--- config.mk ---
export PLATFORM = sky130hd
export DESIGN_NAME = frame_addr_gen
export DESIGN_NICKNAME = d
export VERILOG_FILES = /design/src/rtl/frame_addr_gen.sv
export SDC_FILE = /design/constraint.sdc
export NUM_CORES = 1
export LEC_CHECK = 0
export CAP_MARGIN = 5
export CORE_ASPECT_RATIO = 0.75
export CORE_MARGIN = 4
export CORE_UTILIZATION = 50
export DETAILED_ROUTE_END_ITERATION = 7
export PLACE_DENSITY = 0.72
export SYNTH_ARGS = -nofsm -noshare
export SYNTH_HDL_FRONTEND = slang
export SYNTH_SLANG_ARGS = --single-unit
--- constraint.sdc ---
create_clock -name clk -period 3.9 [get_ports clk]
set_input_delay 1.17 -clock clk [delete_from_list [all_inputs] [get_ports clk]]
set_output_delay 1.17 -clock clk [all_outputs]
set_load 0.01 [all_outputs]
--- src/rtl/frame_addr_gen.sv ---
// Framing-stage read-address sequencer: walks overlapping frames over the sample buffer.
// Optional inter-frame idle gap is enabled with the FRAME_GAP_EN macro.
module frame_addr_gen #(
  parameter int ADDR_WIDTH = 10,
  parameter int CNT_WIDTH  = 8
) (
  input  logic                  clk,
  input  logic                  rst,
  input  logic                  start,
  input  logic                  abort,
  input  logic [CNT_WIDTH-1:0]  frame_len_val,
  input  logic [ADDR_WIDTH-1:0] hop_size,
  input  logic [CNT_WIDTH-1:0]  frame_num_val,
  input  logic                  rd_ready,
`ifdef FRAME_GAP_EN
  input  logic [CNT_WIDTH-1:0]  gap_val,
`endif
  output logic                  rd_valid,
  output logic [ADDR_WIDTH-1:0] rd_addr,
  output logic                  frame_first,
  output logic                  frame_last,
  output logic [CNT_WIDTH-1:0]  frame_idx,
  output logic                  busy,
  output logic                  done
);

  typedef enum logic [1:0] {
    S_IDLE,
    S_RUN,
    S_DONE
`ifdef FRAME_GAP_EN
    , S_GAP
`endif
  } state_e;

  state_e                state_q, state_d;
  logic [ADDR_WIDTH-1:0] base_q, base_d, hop_q, hop_d;
  logic [CNT_WIDTH-1:0]  sample_q, sample_d, frame_q, frame_d;
  logic [CNT_WIDTH-1:0]  len_q, len_d, num_q, num_d;
`ifdef FRAME_GAP_EN
  logic [CNT_WIDTH-1:0]  gap_len_q, gap_len_d, gap_cnt_q, gap_cnt_d;
`endif

  logic                  rd_valid_d, frame_first_d, frame_last_d, busy_d, done_d;
  logic [ADDR_WIDTH-1:0] rd_addr_d;
  logic [CNT_WIDTH-1:0]  frame_idx_d;

  always_comb begin
    state_d  = state_q;
    base_d   = base_q;
    hop_d    = hop_q;
    sample_d = sample_q;
    frame_d  = frame_q;
    len_d    = len_q;
    num_d    = num_q;
`ifdef FRAME_GAP_EN
    gap_len_d = gap_len_q;
    gap_cnt_d = gap_cnt_q;
`endif
    case (state_q)
      S_IDLE: if (start) begin
        len_d    = frame_len_val;
        hop_d    = hop_size;
        num_d    = frame_num_val;
`ifdef FRAME_GAP_EN
        gap_len_d = gap_val;
`endif
        base_d   = '0;
        sample_d = '0;
        frame_d  = '0;
        state_d  = S_RUN;
      end
      S_RUN: if (rd_ready) begin
        if (sample_q != len_q) begin
          sample_d = sample_q + CNT_WIDTH'(1);
        end else if (frame_q != num_q) begin
          sample_d = '0;
          frame_d  = frame_q + CNT_WIDTH'(1);
          base_d   = base_q + hop_q;
`ifdef FRAME_GAP_EN
          gap_cnt_d = '0;
          state_d   = S_GAP;
`endif
        end else begin
          state_d = S_DONE;
        end
      end
`ifdef FRAME_GAP_EN
      // gap_len+1 idle cycles: counter runs 0..gap_len inclusive
      S_GAP: begin
        if (gap_cnt_q == gap_len_q) state_d = S_RUN;
        else gap_cnt_d = gap_cnt_q + CNT_WIDTH'(1);
      end
`endif
      S_DONE: begin
        state_d  = S_IDLE;
        base_d   = '0;
        sample_d = '0;
        frame_d  = '0;
      end
      default: state_d = S_IDLE;
    endcase

    // abort beats any transfer on the same edge; the beat is not delivered
    if (abort && state_q != S_IDLE) begin
      state_d  = S_IDLE;
      base_d   = '0;
      sample_d = '0;
      frame_d  = '0;
    end

    // outputs are registered copies of the next-state view
    rd_valid_d    = (state_d == S_RUN);
    rd_addr_d     = rd_valid_d ? base_d + ADDR_WIDTH'(sample_d) : '0;
    frame_first_d = rd_valid_d && (sample_d == '0);
    frame_last_d  = rd_valid_d && (sample_d == len_d);
    frame_idx_d   = rd_valid_d ? frame_d : '0;
    busy_d        = (state_d != S_IDLE);
    done_d        = (state_d == S_DONE);
  end

  always_ff @(posedge clk) begin
    if (rst) begin
      state_q     <= S_IDLE;
      base_q      <= '0;
      hop_q       <= '0;
      sample_q    <= '0;
      frame_q     <= '0;
      len_q       <= '0;
      num_q       <= '0;
`ifdef FRAME_GAP_EN
      gap_len_q   <= '0;
      gap_cnt_q   <= '0;
`endif
      rd_valid    <= 1'b0;
      rd_addr     <= '0;
      frame_first <= 1'b0;
      frame_last  <= 1'b0;
      frame_idx   <= '0;
      busy        <= 1'b0;
      done        <= 1'b0;
    end else begin
      state_q     <= state_d;
      base_q      <= base_d;
      hop_q       <= hop_d;
      sample_q    <= sample_d;
      frame_q     <= frame_d;
      len_q       <= len_d;
      num_q       <= num_d;
`ifdef FRAME_GAP_EN
      gap_len_q   <= gap_len_d;
      gap_cnt_q   <= gap_cnt_d;
`endif
      rd_valid    <= rd_valid_d;
      rd_addr     <= rd_addr_d;
      frame_first <= frame_first_d;
      frame_last  <= frame_last_d;
      frame_idx   <= frame_idx_d;
      busy        <= busy_d;
      done        <= done_d;
    end
  end

endmodule

## Word-level counts from Yosys, hierarchy flattened

Index checks and enable logic that the tools add are counted.
Widths: inputs -> output; s select.

- Memories: 0
- RAM bits: 0
- Word-level logic and storage cells: 61
- Output and inout port bits: 23
- Bits in registers: 77
- Input port bits: 31
- Latch bits: 0
- Memory bits (read-only): 0

- Order comparisons: 0
- Muxes and demuxes: 26
- Divide/modulo/power cells: 0
- Shift operators: 0
- Reduce and logical (&&, ||, !) cells: 9
- Bitwise logic cells: 1
- Equal/unequal tests: 7
- $mul: 0
- $add $sub $neg: 4

Operators by type and width:

| operator | count |
|---|---|
| $mux 8 | 12 |
| $mux 10 | 5 |
| $pmux 8 s3 | 2 |
| $pmux 10 s3 | 1 |
| $add 8x1->8 const B | 2 |
| $ne 8x8->1 | 2 |
| $add 10x10->10 | 1 |
| $add 10x8->10 | 1 |
| $mux 2 | 5 |
| $eq 8x8->1 | 1 |
| $logic_not 8->1 | 1 |
| $eq 2x1->1 const B | 2 |
| $eq 2x2->1 const B | 2 |
| $pmux 2 s2 | 1 |
| $reduce_bool 2->1 | 2 |
| $logic_and 1x1->1 | 3 |
| $logic_not 2->1 | 1 |
| $reduce_and 2->1 | 1 |
| $reduce_or 2->1 | 1 |
| $not 1->1 | 1 |

## Longest topological paths before layout

Gate-level depths: netlist of the first run.

- Depth after elaboration: 9
- Gate-level depth with buffers: 20

## Worst setup path after synthesis of the first run

No wires, ideal clock.

- Path kind: input port to flip-flop
- Start: input port rd_ready
- End: register rd_addr[8]
- Library setup time: 128 ps
- Stages: 16
- Arrival time: 3516 ps
- Path slack: 256 ps
- Path through: clkbuf_1 -> o2111a_1 -> a21oi_1 -> o21ai_0 -> o211a_1 -> ha_1 -> inv_1 -> fa_1 -> nor2b_1 -> o21ai_0 -> nand2b_1 -> a21o_1 -> a21o_1 -> a31oi_1 -> xnor2_1 -> nor2_1

RTL lines:

| what | line | RTL |
|---|---|---|
| from (decl) | 14 | `input logic rd_ready,` |
| $mux 10 | 73 | `S_RUN: if (rd_ready) begin` |
| $pmux 10 s3 | 60 | `case (state_q)` |
| $mux 10 | 105 | `if (abort && state_q != S_IDLE) begin` |
| via base_d[0] | 37 | `logic [ADDR_WIDTH-1:0] base_q, base_d, hop_q, hop_d;` |
| $add 10x8->10 | 114 | `rd_addr_d = rd_valid_d ? base_d + ADDR_WIDTH'(sample_d) : '0;` |
| to (signal assigned) | 155 | `rd_addr <= rd_addr_d;` |
| to (decl) | 19 | `output logic [ADDR_WIDTH-1:0] rd_addr,` |

The timed path passes the listed nets, and every way through them passes these cells.
A chain may end at the register's enable or synchronous reset.

## Worst setup path after layout of the first run

- Start: input port rd_ready
- End: register rd_addr[8]

RTL lines:

| what | line | RTL |
|---|---|---|
| $mux 8 | 73 |  |
| $pmux 8 s3 | 60 |  |
| $mux 8 | 105 |  |
| via sample_d[0] | 38 | `logic [CNT_WIDTH-1:0] sample_q, sample_d, frame_q, frame_d;` |
| $add 10x8->10 | 114 |  |

The timed path passes the listed nets, and every way through them passes these cells.

==> run_results.csv, run 1 <==
group,metric,value,unit
status,status,"completed",
routing,num_vias,4208,
floorplanning,die_y,88.4,µm
critical_path,r2r-start,"sample_q[0]",
final_layout,ff_latch_area,0.00154,mm²
pwr,vdd_drop_max,0.287,mV
placed_design,dp_hpwl,9770,µm
logic_synthesis,synth-seq-cells,77,
clocking,htreeDepth,3,
logic_synthesis,yosys_warnings,0,
logic_synthesis,ys_top_cells_by_area,"dfxtp_1 36%, ha_1 5.5%, nand2_1 5.3%",
clocking,postCtsHoldBufs,0,
routing,postRouteAntennaNets,0,
final_layout,multi_input_area,0.00260,mm²
logic_synthesis,synth_area_per_cell,8.05,µm²
routing,routed_wl,12900,µm
final_layout,final_cell_mix,"77 x dfxtp_1, 71 x buf_4, 61 x nand2_1",
logic_synthesis,yosys.area.top_type,"dfxtp_1",
critical_path,start_kind,"input port",
sta,timing.fmax,0.270,GHz
clocking,clock_sinks,77,
final_layout,nNetsFinal,692,
critical_path,rrSetupSlack,0.22,ns
placed_design,port_buffers,53,
routing,vias_per_cell,5.59,
final_layout,area_delta_synth_final,32.6,%
critical_path,reg2reg_to,"rd_addr[8]",
global_route,grt_pass1_vias,3925,
routing,drt-initial-drc-count,329,
final_layout,final_common_cell,"dfxtp_1",
clocking,root_buffer,"clkbuf_16",
floorplanning,start_util,0.512,
final_layout,fill_cells,684,
critical_path,reg2reg_depth,17,
final_layout,diodes,0,
pwr,cellPowerDensity,344,mW/mm²
sta,min_period,3.70,ns
sta,worst-slew-pin-transition,0.649,ns
logic_synthesis,synth_fp_nets,588,
clocking,numCtsBuffers,9,
global_route,grt_max_degree,56,
clocking,cts_tree,"yes",
min_path,holdPathEnd,"hop_q[6]",
global_route,grt_pass1_wl,20700,µm
routing,drc,0,
pwr,p_leak,0.00237,µW
sta,slew_headroom,0.566,
sta,finalClockSkew,0.00764,ns
logic_synthesis,synthCells,536,
logic_synthesis,ys.flop_type,"dfxtp_1",
global_route,antenna_found_initial,0,
logic_synthesis,async_flop_share,0,
logic_synthesis,synth_edf_count,0,
min_path,holdPathStages,2,
critical_path,crit_type,"input port to flip-flop",
routing,dr.pass1.iters,5,
sta,setup_viol,0,
critical_path,arrival,3.92,ns
sta,fin_crit_sh,0.950,
placed_design,gp_congestion,0.967,
sta,hold_violations,0,
clocking,clk_pin_slew,0.06,ns
min_path,worstHoldStart,"hop_q[6]",
floorplanning,fp.dieArea,0.0102,mm²
flow_run,cap_violations,0,
critical_path,endpoint_kind,"flip-flop",
final_layout,layout-drive-gt1-share,0.167,
logic_synthesis,yosysUniqueCellTypes,56,
pwr,power,1970,µW
floorplanning,fp-row-count,29,
critical_path,cp.required,4.12,ns
logic_synthesis,yosysSeqAreaShare,0.357,
sta,rsz0062_at_grt,"false",
routing,avgRoutedWirePerCell,17.2,µm
floorplanning,io_pins,54,
logic_synthesis,syn_area,0.00431,mm²
critical_path,cp_max_fo,8,
floorplanning,fp.dieW,115,µm
clocking,clk_latency,0.34,ns
clocking,clock_path_buffers,2,
global_route,gr-usage-all-layers,0.263,
sta,fin_tns_setup,0,ns
min_path,hold_class,"flip-flop to flip-flop",
logic_synthesis,synth_top_area_frac,0.357,
global_route,globalRouteOverflowTotal,0,
floorplanning,coreArea,0.00842,mm²
sta,slew_violations,0,
-- state kept, by name (all words and copies together) (netlist names) --
register / cells
frame_idx: 8
base_q: 10
busy: 1
num_q: 8
rd_valid: 1
done: 1
frame_first: 1
len_q: 8
frame_last: 1
frame_q: 8
state_q: 2
rd_addr: 10
hop_q: 10
sample_q: 8
-- cells by family after synthesis --
family / count (synthesis) / synth area share
AOI/OAI and AO/OA: 127 / 0.195
xor gates and xnor gates: 30 / 0.0661
and+or+nand+nor: 215 / 0.239
buffers and inverters: 55 / 0.0522
DFF: 77 / 0.357
adders and majority gates: 21 / 0.0644
muxes: 11 / 0.0255
-- how the worst max path moves through the flow --
stage               slack, ns      from         end  cells past startpoint
floorplan                0.26  rd_ready  rd_addr[8]                     16
global route             0.05  rd_ready  rd_addr[8]                     18
finish                   0.20  rd_ready  rd_addr[8]                     18
CTS                      0.03     abort  rd_addr[8]                     17
global placement        -0.32     abort  rd_addr[8]                     15
detailed placement      -0.40  rd_ready  rd_addr[8]                     18
-- critical path: stages --
cell and delay [ns]:
dlygate4sd2_1 0.31, buf_4 0.21, inv_1 0.10, a2111oi_2 0.30, a21oi_1 0.07, o21a_1 0.21, inv_1 0.06, ha_2 0.17
inv_1 0.05, fa_2 0.34, nor2b_2 0.14, o21ai_0 0.09, nand2b_1 0.11, a21o_1 0.12, a21o_1 0.13, a31oi_1 0.10
xnor2_1 0.17, nor2_1 0.07
-- routing by layer --
layer  GRT usage  share of wire
met5           0              0
met4      0.0714          0.015
met3      0.0492          0.051
met2       0.405           0.44
met1       0.378           0.50
-- timing repair --
item,4_1_cts,5_1_grt
endpoints found under the setup margin,3,4
gates resized for setup,5,9
cloned,0,0
pin swaps,0,2
buffers inserted,0,1
-- synth_stat cells, types with 3 or more instances --
| cell type | n |
|---|---|
| a211oi_1 | 3 |
| buf_2 | 9 |
| o2111ai_1 | 4 |
| nand4_1 | 11 |
| nand2b_1 | 8 |
| xor2_1 | 6 |
| a31oi_1 | 6 |
| xnor2_1 | 21 |
| nand2_1 | 61 |
| xnor2_2 | 3 |
| a22oi_1 | 4 |
| and4_1 | 3 |
| and2_1 | 7 |
| o211ai_1 | 9 |
| mux2i_1 | 11 |
| a21o_1 | 7 |
| nand3_1 | 9 |
| nor2_1 | 61 |
| nor4_1 | 7 |
| buf_1 | 3 |
| inv_1 | 24 |
| dfxtp_1 | 77 |
| or3_1 | 3 |
| o21a_1 | 5 |
| and3_1 | 3 |
| o21ai_0 | 24 |
| a32oi_1 | 3 |
| nor3b_1 | 3 |
| ha_1 | 19 |
| nor2b_1 | 13 |
| clkbuf_1 | 18 |
| nor3_1 | 21 |
| a21oi_1 | 41 |
| o31ai_1 | 3 |
-- final cells by class --
class	instances	area share
Multi-Input combinational cell	404	0.454
Sequential cell	77	0.270
Timing Repair Buffer	124	0.186
Clock buffer	9	0.0394
Tap cell	108	0.0236
Inverter	24	0.0158
Clock inverter	7	0.0116
-- metrics by stage --
step | hold WS (ns) | std cells | worst slack (ns) | util | cell area (µm²)
floorplan | 0.440 | 536 | 0.256 | - | 4310
detailed placement | 0.454 | 736 | -0.399 | 0.638 | 5370
finish | 0.462 | 753 | 0.196 | 0.679 | 5720
global placement | 0.451 | 736 | -0.322 | 0.638 | 5370
global route | 0.479 | 753 | 0.0491 | 0.679 | 5720
CTS | 0.462 | 752 | 0.0257 | 0.674 | 5670
-- power by group --
group          switching [µW]  leakage, µW  total [µW]  internal [µW]
Sequential               19.0     0.000626         828            809
Clock                     340     0.000145         832            492
Combinational             172      0.00160         309            137
Total                     531      0.00237        1970           1440
Power figures use the tool's default switching activity.
==> inputs of run 2 (changes only) <==
--- a/config.mk
+++ b/config.mk
@@ -10,7 +10,9 @@
 export CORE_MARGIN = 4
 export CORE_UTILIZATION = 50
 export DETAILED_ROUTE_END_ITERATION = 7
+export GPL_TIMING_DRIVEN = 0
 export PLACE_DENSITY = 0.72
+export SETUP_SLACK_MARGIN = 0.5
 export SYNTH_ARGS = -nofsm -noshare
 export SYNTH_HDL_FRONTEND = slang
 export SYNTH_SLANG_ARGS = --single-unit
==> run_results.csv, run 2 (synthesis results as in run 1) <==
group,metric,value,unit
final_layout,fin_util,0.722,
routing,dr.pass1.iters,5,
min_path,holdPathStages,2,
routing,postRouteAntennaNets,0,
pwr,cellPowerDensity,347,mW/mm²
global_route,gr-usage-all-layers,0.264,
global_route,globalRouteOverflowTotal,0,
final_layout,final_common_cell,"dfxtp_1",
min_path,hold_class,"flip-flop to flip-flop",
pwr,vdd_drop_max,0.330,mV
placed_design,place_inst,697,
sta,min_period,3.52,ns
sta,rsz0062_at_grt,"true",
critical_path,arrival,3.72,ns
global_route,grt_pass1_wl,20800,µm
final_layout,reg_top3,"base_q x10, hop_q x10, rd_addr x10",
critical_path,crit_buf_inv,2,
sta,worst-slew-pin-transition,0.941,ns
clocking,clock_path_buffers,2,
sta,hold_violations,0,
floorplanning,io_pins,54,
clocking,cts_tree,"yes",
critical_path,max_stage_delay,0.40,ns
flow_run,cap_violations,0,
final_layout,area_delta_synth_final,40.8,%
critical_path,reg2reg_depth,19,
critical_path,cp_max_fo,5,
critical_path,crit_top_cell,"a21o_1",
final_layout,layout-drive-gt1-share,0.224,
routing,avgRoutedWirePerCell,18.0,µm
global_route,grt_pass1_vias,4106,
routing,drc,0,
critical_path,endpoint_kind,"flip-flop",
clocking,htreeDepth,3,
floorplanning,start_util,0.512,
sta,finalClockSkew,0.00898,ns
floorplanning,die_y,88.4,µm
critical_path,cp.required,4.10,ns
final_layout,diodes,0,
sta,slew_headroom,0.371,
global_route,grt_max_degree,14,
global_route,antenna_found_initial,0,
floorplanning,fp-row-count,29,
critical_path,start_kind,"flip-flop",
critical_path,crit_type,"flip-flop to flip-flop",
placed_design,gp_congestion,0.901,
critical_path,cp.depth,19,
routing,routed_wl,13700,µm
clocking,clk_pin_slew,0.06,ns
critical_path,critPathTopFamily,"compound AO/OA/AOI/OAI gates",
final_layout,nNetsFinal,700,
status,status,"completed",
clocking,clock_sinks,77,
sta,whs,0.461,ns
routing,vias_per_cell,5.87,
clocking,postCtsHoldBufs,0,
clocking,numCtsBuffers,9,
sta,fin_crit_sh,0.902,
floorplanning,fp.dieArea,0.0102,mm²
pwr,p_leak,0.00240,µW
final_layout,fin_cells,761,
routing,drt-initial-drc-count,367,
floorplanning,coreArea,0.00842,mm²
routing,num_vias,4469,
placed_design,dp_hpwl,9290,µm
sta,slew_violations,0,
critical_path,crit_chain,"buf_6, xnor2_1, nand4_1, o2111ai_4, a21o_1, nand2_1, o21ai_1, o211a_1, ha_4, inv_2, fa_2, nor2b_2, o21ai_1, nand2b_1, a21o_1, a21o_1, a31oi_2, xnor2_1, nor2_1",
sta,setup_viol,0,
placed_design,port_buffers,53,
clocking,root_buffer,"clkbuf_16",
sta,timing.fmax,0.284,GHz
floorplanning,fp.dieW,115,µm
final_layout,final_cell_mix,"67 x dfxtp_1, 61 x nand2_1, 55 x nor2_1",
clocking,clk_latency,0.34,ns
critical_path,cp_slowest_cell,"fa_2",
[run 2: changes by cell type in the layout (fill, tap and decap cells not counted), sizes merged]
cell / previous run / this run
dlymetal6s2s: 2 / 0
buf: 72 / 64
clkdlybuf4s50: 49 / 50
bufinv: 1 / 2
clkbuf: 9 / 28
clkinv: 5 / 3
dlygate4sd2: 1 / 0
[run 2: area by class of cell]
type | instances | area (µm²)
Clock buffer | 10 | 239
Inverter | 24 | 92.6
Tap cell | 108 | 135
Clock inverter | 6 | 86.3
Sequential cell | 77 | 1560
Multi-Input combinational cell | 404 | 2850
Buffer | 31 | 229
Timing Repair Buffer | 101 | 886
Fill cell | 657 | 2340
[run 2: layer usage]
layer  track usage  vias to the layer above  share of wire
li1              -                     2124              -
met1         0.356                     2104           0.43
met2         0.412                      211           0.46
met3        0.0663                       30          0.088
met4        0.0938                        0          0.023
met5             0                        -              0
[run 2: worst register-to-register path, cell delays in order, from the launching register on]
cell	delay, ns
dfxtp_2	0.32
buf_6	0.13
xnor2_1	0.15
nand4_1	0.27
o2111ai_4	0.40
a21o_1	0.21
nand2_1	0.05
o21ai_1	0.09
o211a_1	0.23
ha_4	0.16
inv_2	0.04
fa_2	0.40
nor2b_2	0.14
o21ai_1	0.06
nand2b_1	0.09
a21o_1	0.13
a21o_1	0.18
a31oi_2	0.11
xnor2_1	0.17
nor2_1	0.06
[run 2: where the power goes]
| part | leakage (µW) | total [µW] | switching, µW | internal (µW) |
|---|---|---|---|---|
| registers | 0.000631 | 829 | 19.7 | 809 |
| logic | 0.00161 | 368 | 202 | 166 |
| clock network | 0.000158 | 912 | 336 | 576 |
| total | 0.00240 | 2110 | 558 | 1550 |
[run 2: path summary, 6_finish.rpt]
check / slack, ns / start / endpoint
setup reg to reg: 0.38 / frame_q[2] / rd_addr[8]
hold / removal: 0.46 / hop_q[8] / hop_q[8]
hold reg to reg: 0.46 / hop_q[8] / hop_q[8]
setup / recovery: 0.38 / frame_q[2] / rd_addr[8]
[run 2: metrics by stage]
step	total power (µW)	cell area [µm²]	TNS [ns]	setup WS, ns
global placement	1110	5030	-2.96	-0.632
finish	2110	6070	0	0.381
CTS	2060	5690	0	0.487
floorplan	1010	4370	0	0.500
detailed placement	1110	5030	-3.40	-0.735
global route	2170	6070	0	0.221
[run 2: what timing repair did]
action                     CTS  global route
pin swaps                   13            36
setup endpoints to repair   25             5
buffers inserted            19            29
gates resized for setup     65            45
==> inputs of run 3 (changes only) <==
--- a/config.mk
+++ b/config.mk
@@ -5,7 +5,7 @@
 export SDC_FILE = /design/constraint.sdc
 export NUM_CORES = 1
 export LEC_CHECK = 0
-export CAP_MARGIN = 5
+export CAP_MARGIN = 20
 export CORE_ASPECT_RATIO = 0.75
 export CORE_MARGIN = 4
 export CORE_UTILIZATION = 50
==> results of run 3 <==
Final layout, timing and power as in run 2 (identical DEF).
